**src/rtl/dl_shift_pkg.sv**
```systemverilog
// Shared definitions for the pipelined barrel shifter: op encodings and the
// mapping from pipeline stage to the shift levels it implements.
package dl_shift_pkg;

  localparam logic [1:0] OP_SLL = 2'b00;
  localparam logic [1:0] OP_SRL = 2'b01;
  localparam logic [1:0] OP_SRA = 2'b10;
  localparam logic [1:0] OP_ROL = 2'b11;

  typedef struct packed {
    logic [7:0] first;
    logic [7:0] last;
  } level_range_t;

  // Stage s of st covers levels floor(s*l/st) .. floor((s+1)*l/st)-1.
  function automatic level_range_t stage_levels(input int s, input int l, input int st);
    level_range_t r;
    r.first = 8'((s * l) / st);
    r.last  = 8'(((s + 1) * l) / st - 1);
    return r;
  endfunction

endpackage

```
**src/rtl/dl_shift_stage.sv**
```systemverilog
// Combinational slice of the barrel shifter: applies shift levels
// FIRST_LEVEL..LAST_LEVEL (level k moves by 2^k) for the selected op.
module dl_shift_stage
  import dl_shift_pkg::*;
#(
  parameter int NUM_BITS    = 32,
  parameter int FIRST_LEVEL = 0,
  parameter int LAST_LEVEL  = 0,
  localparam int NUM_LEVELS = LAST_LEVEL - FIRST_LEVEL + 1
) (
  input  logic [NUM_BITS-1:0]   data,
  input  logic [NUM_LEVELS-1:0] shift,
  input  logic [1:0]            op,
  input  logic                  fill,
  output logic [NUM_BITS-1:0]   result
);

  localparam logic [NUM_BITS-1:0] ONES = '1;

  always_comb begin
    logic [NUM_BITS-1:0] d;
    int amt;
    // NOTE: every variable gets a value before any conditional path, so no latch is inferred.
    d   = data;
    amt = 0;
    for (int i = 0; i < NUM_LEVELS; i++) begin
      amt = 1 << (FIRST_LEVEL + i);
      if (shift[i]) begin
        case (op)
          OP_SLL: d = d << amt;
          OP_SRL: d = d >> amt;
          // Sign bit was captured at entry, so later stages fill correctly.
          OP_SRA: d = (d >> amt) | ({NUM_BITS{fill}} & ~(ONES >> amt));
          OP_ROL: d = (d << amt) | (d >> (NUM_BITS - amt));
        endcase
      end
    end
    result = d;
  end

endmodule

```
**src/rtl/dl_shift_pipe.sv**
```systemverilog
// Pipelined barrel shifter (SLL/SRL/SRA/ROL) with valid/ready on both sides;
// each stage applies a slice of the shift levels and ends in a register.
module dl_shift_pipe
  import dl_shift_pkg::*;
#(
  parameter int  NUM_BITS       = 32,
  parameter int  NUM_STAGES     = 2,
  parameter int  TAG_BITS       = 4,
  localparam int NUM_SHIFT_BITS = $clog2(NUM_BITS)
) (
  input  logic                      clk,
  input  logic                      rst_n,
  input  logic                      in_val,
  output logic                      in_rdy,
  input  logic [NUM_BITS-1:0]       in_a,
  input  logic [NUM_SHIFT_BITS-1:0] in_shift,
  input  logic [1:0]                in_op,
  input  logic [TAG_BITS-1:0]       in_tag,
  output logic                      out_val,
  input  logic                      out_rdy,
  output logic [NUM_BITS-1:0]       out_data,
  output logic [TAG_BITS-1:0]       out_tag
);

  if (NUM_BITS < 2 || (NUM_BITS & (NUM_BITS - 1)) != 0) begin : g_bad_bits
    $fatal(1, "dl_shift_pipe: NUM_BITS must be a power of two >= 2");
  end
  if (NUM_STAGES < 1 || NUM_STAGES > NUM_SHIFT_BITS) begin : g_bad_stages
    $fatal(1, "dl_shift_pipe: NUM_STAGES must be in 1..NUM_SHIFT_BITS");
  end
  if (TAG_BITS < 1) begin : g_bad_tag
    $fatal(1, "dl_shift_pipe: TAG_BITS must be >= 1");
  end

  typedef struct packed {
    logic [NUM_SHIFT_BITS-1:0] shift;
    logic [1:0]                op;
    logic                      fill;
  } ctl_t;

  logic [NUM_STAGES-1:0] valid_q;
  logic [NUM_BITS-1:0]   data_q [NUM_STAGES];
  logic [TAG_BITS-1:0]   tag_q  [NUM_STAGES];
  ctl_t                  ctl_q  [NUM_STAGES];

  logic [NUM_STAGES-1:0] val_in;
  logic [NUM_BITS-1:0]   data_in [NUM_STAGES];
  logic [NUM_BITS-1:0]   data_sh [NUM_STAGES];
  logic [TAG_BITS-1:0]   tag_in  [NUM_STAGES];
  ctl_t                  ctl_in  [NUM_STAGES];
  logic [NUM_STAGES-1:0] ld;

  // Stage inputs: stage 0 from the ports, stage s from register s-1.
  always_comb begin
    val_in[0]  = in_val;
    data_in[0] = in_a;
    tag_in[0]  = in_tag;
    ctl_in[0]  = '{shift: in_shift, op: in_op, fill: in_a[NUM_BITS-1]};
    for (int s = 1; s < NUM_STAGES; s++) begin
      val_in[s]  = valid_q[s-1];
      data_in[s] = data_q[s-1];
      tag_in[s]  = tag_q[s-1];
      ctl_in[s]  = ctl_q[s-1];
    end
  end

  // A stage loads when empty or when its successor loads; the output
  // side's "successor" is out_rdy. Walked from the back of the pipe.
  always_comb begin
    logic nxt;
    nxt = out_rdy;
    for (int s = NUM_STAGES - 1; s >= 0; s--) begin
      ld[s] = !valid_q[s] || nxt;
      nxt   = ld[s];
    end
  end

  for (genvar s = 0; s < NUM_STAGES; s++) begin : g_stage
    localparam level_range_t RANGE = stage_levels(s, NUM_SHIFT_BITS, NUM_STAGES);
    localparam int FIRST = int'(RANGE.first);
    localparam int LAST  = int'(RANGE.last);

    dl_shift_stage #(
      .NUM_BITS   (NUM_BITS),
      .FIRST_LEVEL(FIRST),
      .LAST_LEVEL (LAST)
    ) u_stage (
      .data  (data_in[s]),
      .shift (ctl_in[s].shift[LAST:FIRST]),
      .op    (ctl_in[s].op),
      .fill  (ctl_in[s].fill),
      .result(data_sh[s])
    );
  end

  always_ff @(posedge clk) begin
    if (!rst_n) begin
      // NOTE: these are pipeline registers rather than a storage array, so all of them are reset; out_data/out_tag must read 0.
      for (int s = 0; s < NUM_STAGES; s++) begin
        valid_q[s] <= 1'b0;
        data_q[s]  <= '0;
        tag_q[s]   <= '0;
        ctl_q[s]   <= '0;
      end
    end else begin
      // NOTE: non-blocking updates let each stage capture its predecessor's pre-edge contents.
      for (int s = 0; s < NUM_STAGES; s++) begin
        if (ld[s]) begin
          valid_q[s] <= val_in[s];
          if (val_in[s]) begin
            data_q[s] <= data_sh[s];
            tag_q[s]  <= tag_in[s];
            ctl_q[s]  <= ctl_in[s];
          end
        end
      end
    end
  end

  assign in_rdy   = ld[0];
  assign out_val  = valid_q[NUM_STAGES-1];
  assign out_data = data_q[NUM_STAGES-1];
  assign out_tag  = tag_q[NUM_STAGES-1];

endmodule

```
**config.mk**
```make
export PLATFORM = sky130hd
export DESIGN_NAME = dl_shift_pipe
export DESIGN_NICKNAME = d
export VERILOG_FILES = /design/src/rtl/dl_shift_pkg.sv /design/src/rtl/dl_shift_stage.sv /design/src/rtl/dl_shift_pipe.sv
export SDC_FILE = /design/constraint.sdc
export NUM_CORES = 1
export LEC_CHECK = 0
export BUFFER_PORTS_ARGS = -buffer_cell sky130_fd_sc_hd__buf_2
export CAP_MARGIN = 20
export CORE_ASPECT_RATIO = 1.4
export CORE_MARGIN = 2
export CORE_UTILIZATION = 46
export CTS_CLUSTER_DIAMETER = 80
export DETAILED_ROUTE_END_ITERATION = 10
export PLACE_DENSITY = 0.77
export REMOVE_ABC_BUFFERS = 1
export SLEW_MARGIN = 20
export SYNTH_ARGS = -nofsm -noshare
export SYNTH_HDL_FRONTEND = slang
export SYNTH_SLANG_ARGS = --single-unit
```
**constraint.sdc**
```tcl
create_clock -name clk -period 5.6 [get_ports clk]
set_input_delay 1.12 -clock clk [delete_from_list [all_inputs] [get_ports clk]]
set_output_delay 1.12 -clock clk [all_outputs]
set_load 0.02 [all_outputs]
```
==> results of run 1 <==
-- cells in the mapped netlist (2+ instances only) --
cell type and number:
a21oi_1 84, edfxtp_1 78, nand2_1 77, nor2_1 67, mux2i_1 66, clkbuf_1 35, a211oi_1 32, mux4_2 28
o21ai_0 28, a22o_1 26, o22ai_1 19, buf_2 18, and2_1 17, nand2b_1 13, nor2b_1 13, a31oi_1 12
buf_4 10, mux2_2 10, inv_1 7, a221o_1 6, nand3_1 6, a2111oi_0 5, a221oi_1 5, a311oi_1 5
nor3_1 5, o211ai_1 5, o21a_1 5, and4_1 4, buf_6 4, o221a_2 4, o221ai_1 4, a21boi_0 3
a21o_1 3, buf_1 3, a2111oi_2 2, dfxtp_1 2, o211a_1 2, o311ai_0 2, or3_1 2
-- flip-flops by register name (all words and copies together) (netlist names) --
signal / cells
data_q: 64
tag_q: 8
ctl_q: 6
valid_q: 2
-- final cells by class --
type | count | area, µm² | share of cell area [%]
tap | 189 | 236.5 | 3.104
clock inverter | 7 | 93.84 | 1.232
multi-input combinational | 572 | 4150 | 54.48
clock buffer | 9 | 225.2 | 2.957
inverter | 7 | 26.28 | 0.3449
sequential | 80 | 2382 | 31.27
timing repair buffer | 95 | 503.0 | 6.603
-- metrics by stage --
step	power, µW	worst slack (ps)
after detailed placement	1375	2207
after floorplan	1196	701.6
final	2000	2559
after CTS	1996	2560
after global placement	1368	2269
after global routing	2094	2308
-- routing by layer --
metal	up-vias	track usage, %
met2	323	36.68
li1	2898	-
met3	43	3.374
met4	0	9.936
met5	-	0
met1	2887	31.73
-- final timing paths --
| path | start | endpoint | slack, ps | cells after the start |
|---|---|---|---|---|
| setup / recovery | out_rdy | data_q[0][22] | 2560 | 5 |
| hold / removal | tag_q[0][2] | tag_q[0][6] | 520 | 1 |
| setup reg to reg | ctl_q[0][5] | data_q[0][39] | 2580 | 5 |
| hold reg to reg | tag_q[0][2] | tag_q[0][6] | 520 | 1 |
-- cell usage in the layout, fill, tap and decap left out, types with 6 or more instances in the layout --
cell	count
buf_2	84
nor2_1	67
edfxtp_1	78
a22o_1	26
nand3_1	6
nor2b_1	13
and2_1	17
nand2b_1	13
mux4_2	28
mux2_2	10
clkbuf_16	9
buf_4	11
o22ai_1	19
nand2_1	77
a31oi_1	12
inv_1	7
o21ai_0	27
mux2i_1	66
a211oi_1	32
a21oi_1	84
a221o_1	6
-- cells by family after synthesis --
family | count (synthesis) | share of synthesized area, %
AOI/OAI and AO/OA | 256 | 24.98
xor gates and xnor gates | 3 | 0.6006
buffers and inverters | 77 | 5.513
DFF | 80 | 34.64
muxes | 104 | 20.41
and+or+nand+nor | 209 | 13.85
-- power by group through the flow --
stage | sequential, µW | combinational [µW] | clock, µW
floorplan | 835 | 361 | 0
global placement | 804 | 564 | 0
detailed placement | 804 | 571 | 0
CTS | 792 | 573 | 631
global route | 799 | 636 | 659
finish | 794 | 582 | 624
==> results_dict.tcl, run 1 <==
set metrics [dict create \
    via_per_inst 6.414 \
    cp-start-kind "input pin" \
    slew-limit-headroom_pct 33.46 \
    timing.setup.tns_ps 0 \
    die-height_um 148.7 \
    cts_resized 0 \
    critPathBufInv 1 \
    dominantRegCellSynth "edfxtp_1" \
    grt_pass1_wl_mm 29.46 \
    htree_levels 3 \
    grt_max_degree 72 \
    timing.hold.ws_ps 519.5 \
    drtIter0Drc 542 \
    cellLeakagePower_uw 0.002908 \
    crit_path_max_fanout 26 \
    globalplace.congestion 0.9455 \
    crit_chain "buf_2 -> and3b_1 -> nor2_1 -> and2_1 -> a22o_1" \
    routed-via-count 6151 \
    uppermost_layer_routed "met4" \
    clock-sinks 80 \
    placed_area_um2 7293 \
    cts_hold_buf 0 \
    outcome "completed" \
    stdcell_count 959 \
    grt_setup_unrepaired "false" \
    setup_viol_count_final 0 \
    comb_power_share_pct 29.1 \
    synth_largest_type_area_fraction_pct 34.06 \
    worst_ep_required_time_ps 5810 \
    area.growth.synth_to_final_pct 10.77 \
    netlist_top_cells_area "edfxtp_1 34%, mux2i_1 9.6%, mux4_2 9.2%" \
    cts_tree "yes" \
    drive_gt1_share_pct 20.65 \
    tightest_slew_ps 973.0 \
    startpoint_to_endpoint_class_of_the_critical_path "input pin to register" \
    port_buffers 84 \
    chipWidth_um 107.3 \
    drc_errors 0 \
    final_period_minus_worst_setup_slack_ps 3041 \
    power_switching_uw 648.1 \
    max_clock_freq_mhz 328.9 \
    timing.critical_path.slowest_cell_delay_ps 880 \
    final_min_period_over_clock_period_pct 54.30 \
    io_pins 85 \
    total_half_perimeter_wirelength_after_legalization_and_detailed_placement_mm 12.76 \
    hold_violations 0 \
    diodes 0 \
    grtUsageTotal_pct 23.16 \
    synth-seq-area-share_pct 34.64 \
    synth_top_area_cell "edfxtp_1" \
    antenna_violating_nets_left 0 \
    clk_latency_ps 340 \
    route.met2.wl_mm 8.884 \
    fp.dieArea_um2 15960 \
    final_core_util_pct 52.50 \
    internal_power_uw 1352 \
    synthesis.instances 729 \
    worst_setup_path_end_kind "register" \
    core.rowCount 52 \
    effective_utilization_at_floorplan_pct 47.40 \
    synth_enable_flop_cells 78 \
    worst_path_dominant_cell_family "simple AND/OR/NAND/NOR gates" \
    ys_ff_latch 80 \
    finish.instance_area_um2 7617 \
    antenna_found_initial 0 \
    grt_overflow 0 \
    avgRoutedWirePerCell_um 18.89 \
    numPlacedInstances 943 \
    yosys.cell_types.count 51 \
    power_density_nw_per_um2 262.5 \
    finalMaxSlewViolations 0 \
    post_cts_setup_buffer_count 0 \
    total_standard_cell_area_after_synthesis_um2 6877 \
    syn_avg_cell_area_um2 9.433 \
    final.fill_count 1283 \
    asyncSetResetFlopFracSynth_pct 0 \
    fp.coreArea_um2 14510 \
    cts-buffers-inserted 9 \
    worst_path_cell_with_the_longest_stage_delay "and2_1" \
    cap_viol_max_count 0 \
    yosysWarnings 0 \
    dr_wl_met3_mm 1.404 \
    route.layer.met1.wl_mm 7.299 \
    finalClockSkew_ps 11.31 \
    power.switching_fraction_pct 32.41 \
    drt_first_pass_iters 6 \
    power_frac_clock_pct 31.2 \
    vias_in_the_first_global_route 5551 \
    seq_power_share_pct 39.7 \
    cts-root-buf "clkbuf_16" \
    hold_class "register to register" \
    clock_tree_buf_depth 2 \
    clk_transition_reported_paths_ps 60 \
    ir_worst_vdd_uv 158.4 \
    arrival_ps 3250 \
    finalNetCount 812 \
    wl_mm 18.12 \
]
Power figures use the tool's default switching activity.
==> inputs of run 2 (changes only) <==
==> constraint.sdc (replaced) <==
create_clock -name clk -period 3.2 [get_ports clk]
set_input_delay 0.64 -clock clk [delete_from_list [all_inputs] [get_ports clk]]
set_output_delay 0.64 -clock clk [all_outputs]
set_load 0.02 [all_outputs]
==> run 2 against run 1 <==
Net effect: die area stayed put; global-route usage is 0.29 points lower; first-iteration DRC count is 6.3% lower; non-clock buffer count up 9; cell count grew 0.94%; flip-flop and latch count unchanged; core utilization rose by 0.65 points; setup slack got worse by 2000 ps; register-to-register slack worse by 2000 ps; hold slack got worse by 4.2 ps; power up 74%.
==> results_dict.tcl, run 2 (synthesized netlist as in run 1, its figures left out) <==
set metrics [dict create \
    worst_setup_path_end_kind "register" \
    biggestRegsByFlops "data_q x64, tag_q x8, ctl_q x6" \
    final_period_minus_worst_setup_slack_ps 2668 \
    timing.critical_path.slowest_cell_delay_ps 920 \
    gr-usage-met1_pct 30.47 \
    groute.layer.met2.usage_pct 36.33 \
    wl_mm 18.28 \
    most-common-layout-cells "84 x a21oi_1, 84 x buf_2, 78 x edfxtp_1, 77 x nand2_1, 67 x nor2_1" \
    tightest_slew_ps 1123 \
    cts-root-buf "clkbuf_16" \
    drtIter0Drc 508 \
    worst_path_cell_with_the_longest_stage_delay "xnor2_2" \
    via_per_inst 6.429 \
    core.rowCount 52 \
    avgRoutedWirePerCell_um 18.88 \
    clk_latency_ps 340 \
    busiest_layer_in_global_routing "met2" \
    fp.coreArea_um2 14510 \
    total_half_perimeter_wirelength_after_legalization_and_detailed_placement_mm 13.04 \
    io_pins 85 \
    chipWidth_um 107.3 \
    diodes 0 \
    report.power.total_uw 3472 \
    drc_errors 0 \
    grt_use_met3_pct 4.251 \
    effective_utilization_at_floorplan_pct 47.40 \
    worst_ep_required_time_ps 3270 \
    hold_class "register to register" \
    cap_viol_max_count 0 \
    ir_worst_vdd_uv 304.7 \
    worst_path_dominant_cell_family "XOR/XNOR gates" \
    grtUsageTotal_pct 22.86 \
    crit_chain "xnor2_2 -> buf_4 -> mux4_2 -> a21oi_1 -> o22ai_1" \
    outcome "completed" \
    grt_max_degree 103 \
    finalNetCount 821 \
    final.fill_count 1319 \
    grt_pass1_wl_mm 29.21 \
    cts_hold_buf 0 \
    finalMaxSlewViolations 0 \
    fp.dieArea_um2 15960 \
    antenna_found_initial 0 \
    clk_transition_reported_paths_ps 60 \
    cts_tree "yes" \
    setup_viol_count_final 0 \
    regMostFlops "data_q" \
    post_cts_setup_buffer_count 0 \
    crit_path_max_fanout 20 \
    power_density_nw_per_um2 450.2 \
    antenna_violating_nets_left 0 \
    cp-start-kind "register" \
    area.growth.synth_to_final_pct 12.14 \
    grt_setup_unrepaired "false" \
    max_clock_freq_mhz 374.8 \
    finalClockSkew_ps 10.56 \
    slew-limit-headroom_pct 24.78 \
    final_min_period_over_clock_period_pct 83.38 \
    cts-buffers-inserted 9 \
    cts_resized 0 \
    clock-sinks 80 \
    drive_gt1_share_pct 21.69 \
    globalplace.congestion 0.9824 \
    grt_overflow 0 \
    drt_first_pass_iters 5 \
    critPathBufInv 1 \
    htree_levels 3 \
    hold_violations 0 \
    vias_in_the_first_global_route 5630 \
    numPlacedInstances 951 \
    startpoint_to_endpoint_class_of_the_critical_path "register to register" \
    port_buffers 84 \
    cellLeakagePower_uw 0.002965 \
    stdcell_count 968 \
    clock_tree_buf_depth 2 \
    arrival_ps 2740 \
    flip_flop_count_of_the_largest_register_after_layout 64 \
    die-height_um 148.7 \
    routed-via-count 6223 \
]
-- run 2: changes by cell type in the layout (fill, tap and decap cells not counted), sizes merged --
| cell | delta |
|---|---|
| buf | +9 |
| bufinv | -1 |
| clkbuf | +3 |
| clkinv | -2 |
-- run 2: power breakdown --
| group | total [µW] | leakage (µW) | switching, µW | internal (µW) |
|---|---|---|---|---|
| combinational | 1050 | 0.00195 | 620 | 428 |
| sequential | 1380 | 0.000858 | 112 | 1270 |
| clock | 1040 | 0.000153 | 392 | 649 |
| total | 3470 | 0.00296 | 1120 | 2350 |
-- run 2: path summary, 6_finish.rpt --
| kind | cells past startpoint | to | from | slack, ps |
|---|---|---|---|---|
| setup / recovery | 5 | data_q[0][33] | ctl_q[0][1] | 530 |
| hold reg to reg | 1 | valid_q[1] | valid_q[0] | 520 |
| setup reg to reg | 5 | data_q[0][33] | ctl_q[0][1] | 530 |
| hold / removal | 1 | valid_q[1] | valid_q[0] | 520 |
-- run 2: final cells by class --
class / instances / area, µm² / area share [%]
clock buffer: 12 / 256.5 / 3.326
multi-input combinational: 572 / 4145 / 53.76
tap: 189 / 236.5 / 3.067
sequential: 80 / 2382 / 30.89
timing repair buffer: 104 / 611.8 / 7.934
clock inverter: 4 / 52.55 / 0.6815
inverter: 7 / 26.28 / 0.3407
-- run 2: metal layers --
metal,up-vias,wire length (µm)
li1,2910,-
met1,2911,7386
met2,356,8747
met3,46,1539
met4,0,601
met5,-,0
-- run 2: metrics by stage --
stage          util (%)  area (µm²)  hold slack (ps)  setup TNS [ps]  worst slack, ps
3_3_place_gp      50.94        7391            501.2               0            529.2
3_5_place_dp      50.94        7391            500.9               0            482.2
5_1_grt           53.15        7711            550.9               0            414.4
4_1_cts           53.07        7700            519.0               0            557.5
2_1_floorplan         -        6524            471.2          -78610            -1218
6_report          53.15        7711            515.4               0            531.8
==> inputs of run 3 (changes only) <==
--- a/config.mk
+++ b/config.mk
@@ -12,7 +12,7 @@
 export CORE_UTILIZATION = 46
 export CTS_CLUSTER_DIAMETER = 80
 export DETAILED_ROUTE_END_ITERATION = 10
-export PLACE_DENSITY = 0.77
+export PLACE_DENSITY = 0.79
 export REMOVE_ABC_BUFFERS = 1
 export SLEW_MARGIN = 20
 export SYNTH_ARGS = -nofsm -noshare
==> constraint.sdc (replaced) <==
create_clock -name clk -period 2.2 [get_ports clk]
set_input_delay 0.44 -clock clk [delete_from_list [all_inputs] [get_ports clk]]
set_output_delay 0.44 -clock clk [all_outputs]
set_load 0.02 [all_outputs]
==> run 3 against run 2 <==
Net effect: critical path depth up 3; count of clock-buffer cells in the layout fell by 3; register-to-register slack got worse by 430 ps; wire length rose by 8.6%; power increased by 57%; first-iteration DRC count decreased by 4.3%; setup slack worse by 430 ps; sequential power up 46%; via count is 3.4% higher; flip-flop and latch count did not move; fmax is 27% higher.
==> results_dict.tcl, run 3 (synthesized netlist as in run 1, its figures left out) <==
set metrics [dict create \
    outcome "completed" \
    critical_path.reg2reg.startpoint "ctl_q[0][2]" \
    cellLeakagePower_uw 0.003279 \
    antenna_found_initial 0 \
    worst_slack_at_placement_ps 38.61 \
    diodes 0 \
    crit_path_max_fanout 18 \
    area.growth.synth_to_final_pct 20.78 \
    worst_setup_path_end_kind "register" \
    chipWidth_um 107.3 \
    die-height_um 148.7 \
    numPlacedInstances 1004 \
    grt_pass1_wl_mm 31.84 \
    seq_power_share_pct 36.8 \
    crit_chain "buf_4 -> xnor2_4 -> buf_12 -> nand2_1 -> a21oi_1 -> a2111oi_1 -> buf_4 -> o22ai_1" \
    cts_tree "yes" \
    grt_use_met3_pct 3.462 \
    finish.instance_area_um2 8305 \
    cp-start-kind "register" \
    power_switching_uw 1740 \
    clock-sinks 80 \
    regMostFlops "data_q" \
    cts-root-buf "clkbuf_16" \
    drive_gt1_share_pct 28.09 \
    drt_first_pass_iters 5 \
    power_density_nw_per_um2 657.7 \
    finalClockSkew_ps 8.504 \
    timing.critical_path.slowest_cell_delay_ps 480 \
    most-common-layout-cells "84 x a21oi_1, 84 x buf_2, 78 x edfxtp_1, 74 x nand2_1" \
    htree_levels 3 \
    cap_viol_max_count 0 \
    wl_mm 19.84 \
    biggestRegsByFlops "data_q x64, tag_q x8, ctl_q x6" \
    grt_overflow 0 \
    groute.layer.met2.usage_pct 41.71 \
    flip_flop_count_of_the_largest_register_after_layout 64 \
    cts-buffers-inserted 9 \
    cts_hold_buf 0 \
    max_clock_freq_mhz 475.7 \
    finalMaxSlewViolations 0 \
    stdcell_count 1022 \
    post-route-worst-setup-slack_ps 98.03 \
    clock_tree_buf_depth 2 \
    port_buffers 84 \
    via_per_inst 6.294 \
    avgRoutedWirePerCell_um 19.42 \
    critPathBufInv 3 \
    effective_utilization_at_floorplan_pct 47.40 \
    clk_latency_ps 350 \
    crit_top_cell "buf_4" \
    worst_path_dominant_cell_family "buffers and inverters" \
    reg2reg_setup_slack_ps 100 \
    grt_setup_unrepaired "false" \
    clk_transition_reported_paths_ps 60 \
    arrival_ps 2190 \
    grtUsageTotal_pct 25.16 \
    total_half_perimeter_wirelength_after_legalization_and_detailed_placement_mm 14.70 \
    power_frac_clock_pct 31.5 \
    setup.worst_path.start "ctl_q[0][2]" \
    io_pins 85 \
    power.switching_fraction_pct 31.85 \
    crit-reg2reg-capture "data_q[0][37]" \
    hold_violations 0 \
    vias_in_the_first_global_route 6036 \
    critPathCapture "data_q[0][37]" \
    final.fill_count 1242 \
    finalNetCount 875 \
    final_period_minus_worst_setup_slack_ps 2102 \
    drtIter0Drc 486 \
    routed-via-count 6432 \
    placed_area_um2 7879 \
    timing.setup.tns_ps 0 \
    ir_worst_vdd_uv 454.9 \
    startpoint_to_endpoint_class_of_the_critical_path "register to register" \
    gr-usage-met1_pct 32.10 \
    setup_viol_count_final 0 \
    globalplace.congestion 0.9705 \
    tightest_slew_ps 558.5 \
    core.rowCount 52 \
    reg2regPathDepth 8 \
    worst_path_cell_with_the_longest_stage_delay "edfxtp_1" \
    hold_class "input pin to register" \
    worstSetupPathDepth 8 \
    fp.coreArea_um2 14510 \
    fp.dieArea_um2 15960 \
    slew-limit-headroom_pct 62.63 \
    antenna_violating_nets_left 0 \
    grt_max_degree 46 \
    worst_ep_required_time_ps 2290 \
    final_min_period_over_clock_period_pct 95.54 \
    busiest_layer_in_global_routing "met2" \
    drc_errors 0 \
    internal_power_uw 3723 \
    comb_power_share_pct 31.7 \
]
[run 3: changes by cell type in the layout (fill, tap and decap cells not counted), moves of 3 or more]
cell and delta:
a2111oi_0 -4, a2111oi_2 +3, buf_12 +7, buf_4 +48, nand2_1 -3, nand2_2 +3
[run 3: cell type report]
type,count,area (µm²),area share (%)
clock buffer,9,225.2,2.712
clock inverter,7,120.1,1.446
inverter,7,26.28,0.3164
multi-input combinational,572,4214,50.74
sequential,80,2382,28.68
tap,189,236.5,2.847
timing repair buffer,158,1101,13.26
[run 3: what timing repair did]
item / 4_1_cts / 5_1_grt
buffers inserted: 0 / 2
setup endpoints to repair: 0 / 14
gates resized for setup: 0 / 15
[run 3: worst min-delay path by stage]
| stage | cells after the start | start | end |
|---|---|---|---|
| 2_1_floorplan | 1 | valid_q[0] | valid_q[1] |
| 6_report | 2 | in_val | valid_q[0] |
| 5_1_grt | 2 | in_val | valid_q[0] |
| 4_1_cts | 2 | in_val | valid_q[0] |
| 3_3_place_gp | 1 | valid_q[0] | valid_q[1] |
| 3_5_place_dp | 1 | tag_q[0][1] | tag_q[0][5] |
[run 3: power groups by stage]
stage                     clock network [µW]  registers (µW)  logic, µW
after floorplan                            0            2130        919
after global placement                     0            2030       1660
after detailed placement                   0            2030       1670
after CTS                               1740            2000       1680
after global routing                    1810            2020       1870
final                                   1720            2010       1730
[run 3: routing by layer]
| metal | vias up | share of wire [%] |
|---|---|---|
| li1 | 3026 | - |
| met1 | 3013 | 39 |
| met2 | 337 | 50 |
| met3 | 56 | 7.7 |
| met4 | 0 | 3.9 |
| met5 | - | 0 |
[run 3: per-stage QoR]
stage               util, %  total power (µW)  hold WS [ps]
floorplan                 -              3045         471.2
global placement      54.30              3687         492.2
detailed placement    54.30              3707         503.4
CTS                   56.68              5418         338.7
global route          57.24              5700         361.5
finish                57.24              5463         342.5
